[src/rtl/adap_quan_mc.sv]
// rtl/adap_quan_mc.sv - multi-channel G.726 adaptive quantizer, 3-stage stallable pipeline
module adap_quan_mc #(
    parameter int CHW = 2,
    parameter int DW  = 16
) (
    input  logic           clk,
    input  logic           reset,
    input  logic           scan_in0,
    input  logic           scan_en,
    output logic           scan_out0,
    input  logic           in_valid,
    output logic           in_ready,
    input  logic [CHW-1:0] in_ch,
    input  logic [DW-1:0]  in_d,
    input  logic [12:0]    in_y,
    input  logic           cfg_we,
    input  logic [CHW-1:0] cfg_ch,
    input  logic [1:0]     cfg_rate,
    output logic           out_valid,
    input  logic           out_ready,
    output logic [CHW-1:0] out_ch,
    output logic [4:0]     out_i
);
    localparam int NCH = 2 ** CHW;

    // G.726 decision levels in the log domain, ascending
    localparam logic signed [11:0] T16 [1]  = '{12'sd261};
    localparam logic signed [11:0] T24 [3]  = '{12'sd8, 12'sd218, 12'sd331};
    localparam logic signed [11:0] T32 [7]  = '{-12'sd124, 12'sd80, 12'sd178, 12'sd246,
                                                12'sd300, 12'sd349, 12'sd400};
    localparam logic signed [11:0] T40 [15] = '{-12'sd122, -12'sd16, 12'sd68, 12'sd139,
                                                12'sd198, 12'sd250, 12'sd298, 12'sd339,
                                                12'sd378, 12'sd413, 12'sd445, 12'sd475,
                                                12'sd502, 12'sd528, 12'sd553};

    logic [1:0]     rate_q [NCH];
    logic [1:0]     rate_d [NCH];
    logic           scan_q, scan_d;

    logic           s1_valid_q, s1_valid_d;
    logic [CHW-1:0] s1_ch_q, s1_ch_d;
    logic           s1_ds_q, s1_ds_d;
    logic [14:0]    s1_dqm_q, s1_dqm_d;
    logic [10:0]    s1_y_q, s1_y_d;
    logic [1:0]     s1_rate_q, s1_rate_d;

    logic           s2_valid_q, s2_valid_d;
    logic [CHW-1:0] s2_ch_q, s2_ch_d;
    logic           s2_ds_q, s2_ds_d;
    logic [11:0]    s2_dln_q, s2_dln_d;
    logic [1:0]     s2_rate_q, s2_rate_d;

    logic           out_valid_q, out_valid_d;
    logic [CHW-1:0] out_ch_q, out_ch_d;
    logic [4:0]     out_i_q, out_i_d;

    logic           adv;
    logic [15:0]    neg_d;
    logic [3:0]     exp_c;
    logic [6:0]     mant_c;
    logic [10:0]    dl_c;
    logic [4:0]     mag_c;
    logic [4:0]     max_c;

    // the whole pipeline moves as one; a stalled, full output freezes every stage
    assign adv       = !out_valid_q || out_ready;
    assign in_ready  = adv;
    assign out_valid = out_valid_q;
    assign out_ch    = out_ch_q;
    assign out_i     = out_i_q;
    assign scan_out0 = scan_q;

    // rate table writes land at the clock edge, so a same-cycle sample still reads the old rate
    always_comb begin
        rate_d = rate_q;
        if (cfg_we) rate_d[cfg_ch] = cfg_rate;
        scan_d = scan_en ? scan_in0 : scan_q;
    end

    // S1: sign/magnitude split and rate capture
    always_comb begin
        neg_d      = 16'(~in_d[15:0] + 16'd1);
        s1_valid_d = s1_valid_q;
        s1_ch_d    = s1_ch_q;
        s1_ds_d    = s1_ds_q;
        s1_dqm_d   = s1_dqm_q;
        s1_y_d     = s1_y_q;
        s1_rate_d  = s1_rate_q;
        if (adv) begin
            s1_valid_d = in_valid;
            s1_ch_d    = in_ch;
            s1_ds_d    = in_d[DW-1];
            s1_dqm_d   = in_d[DW-1] ? neg_d[14:0] : in_d[14:0];
            s1_y_d     = in_y[12:2];
            s1_rate_d  = rate_q[in_ch];
        end
    end

    // S2: log2 conversion of the magnitude and normalisation by the scale factor
    always_comb begin
        exp_c = 4'd0;
        for (int b = 0; b < 15; b++) begin
            if (s1_dqm_q[b]) exp_c = 4'(b);
        end
        mant_c     = 7'({s1_dqm_q, 7'd0} >> exp_c);
        dl_c       = {exp_c, mant_c};
        s2_valid_d = s2_valid_q;
        s2_ch_d    = s2_ch_q;
        s2_ds_d    = s2_ds_q;
        s2_dln_d   = s2_dln_q;
        s2_rate_d  = s2_rate_q;
        if (adv) begin
            s2_valid_d = s1_valid_q;
            s2_ch_d    = s1_ch_q;
            s2_ds_d    = s1_ds_q;
            s2_dln_d   = {1'b0, dl_c} - {1'b0, s1_y_q};
            s2_rate_d  = s1_rate_q;
        end
    end

    // S3: table lookup; the highest level not above DLN gives the magnitude
    always_comb begin
        mag_c = 5'd0;
        max_c = 5'd15;
        case (s2_rate_q)
            2'd0: begin
                max_c = 5'd3;
                if ($signed(s2_dln_q) >= T16[0]) mag_c = 5'd1;
            end
            2'd1: begin
                max_c = 5'd7;
                for (int k = 0; k < 3; k++)
                    if ($signed(s2_dln_q) >= T24[k]) mag_c = 5'(k + 1);
            end
            2'd2: begin
                max_c = 5'd15;
                for (int k = 0; k < 7; k++)
                    if ($signed(s2_dln_q) >= T32[k]) mag_c = 5'(k + 1);
            end
            default: begin
                max_c = 5'd31;
                for (int k = 0; k < 15; k++)
                    if ($signed(s2_dln_q) >= T40[k]) mag_c = 5'(k + 1);
            end
        endcase
        out_valid_d = out_valid_q;
        out_ch_d    = out_ch_q;
        out_i_d     = out_i_q;
        if (adv) begin
            out_valid_d = s2_valid_q;
            out_ch_d    = s2_ch_q;
            if (s2_ds_q)            out_i_d = max_c - mag_c;
            else if (mag_c == 5'd0) out_i_d = max_c;
            else                    out_i_d = mag_c;
        end
    end

    // state registers; reset drops everything in flight and restores 32k on all channels
    always_ff @(posedge clk or posedge reset) begin
        if (reset) begin
            for (int c = 0; c < NCH; c++) rate_q[c] <= 2'd2;
            scan_q      <= 1'b0;
            s1_valid_q  <= 1'b0;
            s1_ch_q     <= '0;
            s1_ds_q     <= 1'b0;
            s1_dqm_q    <= '0;
            s1_y_q      <= '0;
            s1_rate_q   <= 2'd2;
            s2_valid_q  <= 1'b0;
            s2_ch_q     <= '0;
            s2_ds_q     <= 1'b0;
            s2_dln_q    <= '0;
            s2_rate_q   <= 2'd2;
            out_valid_q <= 1'b0;
            out_ch_q    <= '0;
            out_i_q     <= '0;
        end else begin
            rate_q      <= rate_d;
            scan_q      <= scan_d;
            s1_valid_q  <= s1_valid_d;
            s1_ch_q     <= s1_ch_d;
            s1_ds_q     <= s1_ds_d;
            s1_dqm_q    <= s1_dqm_d;
            s1_y_q      <= s1_y_d;
            s1_rate_q   <= s1_rate_d;
            s2_valid_q  <= s2_valid_d;
            s2_ch_q     <= s2_ch_d;
            s2_ds_q     <= s2_ds_d;
            s2_dln_q    <= s2_dln_d;
            s2_rate_q   <= s2_rate_d;
            out_valid_q <= out_valid_d;
            out_ch_q    <= out_ch_d;
            out_i_q     <= out_i_d;
        end
    end
endmodule

[config.mk]
export PLATFORM = sky130hd
export DESIGN_NAME = adap_quan_mc
export DESIGN_NICKNAME = d
export VERILOG_FILES = /design/src/rtl/adap_quan_mc.sv
export SDC_FILE = /design/constraint.sdc
export NUM_CORES = 1
export LEC_CHECK = 0
export ABC_AREA = 1
export CELL_PAD_IN_SITES_DETAIL_PLACEMENT = 1
export CELL_PAD_IN_SITES_GLOBAL_PLACEMENT = 1
export CORE_MARGIN = 2
export CORE_UTILIZATION = 44
export CTS_CLUSTER_SIZE = 16
export DETAILED_ROUTE_END_ITERATION = 10
export GPL_ROUTABILITY_DRIVEN = 0
export GPL_TIMING_DRIVEN = 0
export HOLD_SLACK_MARGIN = 0.03
export PLACE_DENSITY_LB_ADDON = 0.1
export RECOVER_POWER = 100
export SKIP_CTS_REPAIR_TIMING = 1
export SLEW_MARGIN = 20
export SYNTH_ARGS = -nofsm -noshare
export SYNTH_HDL_FRONTEND = slang
export SYNTH_SLANG_ARGS = --single-unit
export TNS_END_PERCENT = 20
[constraint.sdc]
create_clock -name clk -period 5.95 [get_ports clk]
set_input_delay 1.19 -clock clk [delete_from_list [all_inputs] [get_ports clk]]
set_output_delay 1.19 -clock clk [all_outputs]
set_load 0.02 [all_outputs]
==> impl_metrics.tcl <==
set metrics [dict create \
    rsz0062_at_grt "no" \
    status "complete, but fails checks" \
    synth_warnings 0 \
    finalCriticalPeriod_ps 5040 \
    failed_checks "capacitance limit, slew limit" \
    clk_latency_ps 360 \
    drv_slew 51 \
    min_path_type "flip-flop to flip-flop" \
    fmax_mhz 198 \
    synth_common_cells "nand2_1, o21ai_0, inv_1, dfrtp_1, nor2_1" \
    final_area_um2 5550 \
    synthCells 690 \
    yosysMostFrequentCell "nand2_1" \
    rr_startpoint "s1_dqm_q[2]" \
    grt_pass1_wl_um 24800 \
    first_pass_iters 4 \
    synthToLayoutAreaGrowth_pct 18.6 \
    grt_usage_pct 27.1 \
    setup_viol 0 \
    r2r-end "s2_dln_q[10]" \
    synth-edff-count 0 \
    slowest_delay_ps 430 \
    tightest_slew_ps 2730 \
    crit_end "s2_dln_q[10]" \
    vias_per_cell 5.46 \
    core_area_um2 10300 \
    dpl-instance-area_um2 5360 \
    cp.arrival_ps 5270 \
    slew_headroom_pct -82.1 \
    cp_data_required_time_ps 6180 \
    io_buffers 48 \
    crit_fanout 10 \
    cts_buffers 9 \
    wirelength_um 14700 \
    netlist_area_um2 4680 \
    leakagePower_nw 2.62 \
    dieArea_um2 11500 \
    ys_ff_latch 67 \
    overflow 0 \
    antenna_found_initial 0 \
    clock-sinks 67 \
    hold_ws_ps 477 \
    clkTransAtPathRegs_ps 80 \
    h-tree-depth 3 \
    maxCapViolations 1 \
    die_x_um 107 \
    power_mw 2.87 \
    cpMaxStageDelayCell "dfrtp_1" \
    avgSynthCellArea_um2 6.78 \
    diodes 0 \
    ant_nets 0 \
    die_y_um 107 \
    num_rows 37 \
    vias 4869 \
    reg2reg_depth 34 \
    utilization_pct 53.8 \
    synth_seq_area_share_pct 36.0 \
    drive_gt1_share_pct 7.02 \
    worstSetupPathType "flip-flop to flip-flop" \
    power_density_nw_per_um2 518 \
    place_hpwl_um 11600 \
    yosys.area.top_type "dfrtp_1" \
    min_from "s1_rate_q[1]" \
    rrSetupSlack_ps 910 \
    drc 0 \
    ys_types 46 \
    start_util_pct 45.3 \
    hold_viol_final 0 \
    cts_buffer_depth 2 \
    grt_max_degree 51 \
    synth_ff_type "dfrtp_1" \
    synth_area_leaders "dfrtp_1, nand2_1, o21ai_0, inv_1, nor2_1" \
    drtIter0Drc 252 \
    fin_crit_sh_pct 84.7 \
    cts_tree "done" \
    ioPinCount 52 \
    ir_drop_uv 170 \
    cp-startpoint "s1_dqm_q[2]" \
    syn-num-nets 746 \
    finalSetupTns_ps 0 \
    final_net_count 806 \
    routedWlPerCell_um 16.5 \
    finClkSkew_ps 10.8 \
    cts-root-buf "clkbuf_8" \
    synthArstFlopShare_pct 100 \
    grt_pass1_vias 5222 \
    cp-end-kind "flip-flop" \
    yosysTopAreaCellShare_pct 32.6 \
    start_kind "flip-flop" \
]
## report_power, final
part           internal, mW  leakage, nW  switching, mW
Sequential            0.613        0.798          0.127
Clock                 0.237        0.106          0.199
Combinational         0.566         1.71           1.13
Total                  1.42         2.62           1.46
## state kept, by name (all words and copies together) (netlist names)
| signal | cells |
|---|---|
| out_ch | 2 |
| s2_ch_q | 2 |
| s1_valid_q | 1 |
| s2_rate_q | 2 |
| s2_dln_q | 12 |
| s1_ch_q | 2 |
| s1_rate_q | 2 |
| s2_valid_q | 1 |
| out_i | 5 |
| out_valid | 1 |
| s1_y_q | 11 |
| s1_ds_q | 1 |
| scan_out0 | 1 |
| s1_dqm_q | 15 |
| rate_q | 8 |
| s2_ds_q | 1 |
## cell families (layout without fill, tap and decap cells)
| family | after synthesis | in the layout | share of synthesized area (%) |
|---|---|---|---|
| DFF | 67 | 67 | 36.0 |
| adders and majority gates | 14 | 14 | 3.90 |
| xor gates and xnor gates | 15 | 15 | 2.81 |
| buffers and inverters | 102 | 167 | 8.53 |
| muxes | 2 | 2 | 0.455 |
| AOI/OAI and AO/OA | 170 | 170 | 19.8 |
| and+or+nand+nor | 320 | 320 | 28.5 |
## worst max-delay path, delay by kind of cell, from the launching register on
kind                     cells  cell delay [ps]
flip-flops                   1              430
XOR/XNOR                     1              160
AO/OA/AOI/OAI               10             1610
AND/OR/NAND/NOR             19             1660
adder cells (fa/ha/maj)      2              630
buffers and inverters        2              420
## cells in the final DEF, fill, tap and decap left out, types with 3 or more instances in the layout
cell and instances:
nor3_1 7, inv_2 9, o22ai_1 6, xor2_1 9
clkbuf_1 18, nor4_1 4, nand3_1 30, a21oi_1 28
o21ai_0 102, nand2_2 4, o21ai_1 10, nand2_1 206
buf_4 3, nor2_1 54, inv_1 69, dlygate4sd3_1 14
or2_2 4, dfrtp_1 61, clkdlybuf4s50_1 34, a31oi_1 4
clkbuf_8 9, ha_1 13, a211oi_1 3, xnor2_1 6
dfstp_2 6, buf_2 3, o211ai_1 6
## worst min-delay path by stage
stage	end	slack [ps]	cells after the start
6_report	s1_rate_q[1]	480	2
5_1_grt	s1_rate_q[1]	490	2
4_1_cts	s1_rate_q[1]	480	2
3_5_place_dp	s1_rate_q[1]	460	2
3_3_place_gp	s2_ch_q[0]	450	2
2_1_floorplan	out_valid	440	1
## routing by layer
metal / GRT usage, % / wire length [um]
met5: 0 / 0
met4: 7.51 / 245
met3: 5.11 / 582
met2: 47.3 / 7320
met1: 34.2 / 6560
## layout make-up
class	instances	area (um^2)
fill	1427	4770
sequential	67	1680
clock buffer	10	128
timing repair buffer	49	484
inverter	80	302
multi-input combinational	521	2590
buffer	22	97.6
clock inverter	6	90.1
tap	136	170
## through the flow
stage          setup slack (ps)  std cells
6_report                    909        891
5_1_grt                     329        891
4_1_cts                    1130        891
3_5_place_dp               1200        875
3_3_place_gp               1450        874
2_1_floorplan              2190        690
Power figures use the tool's default switching activity.
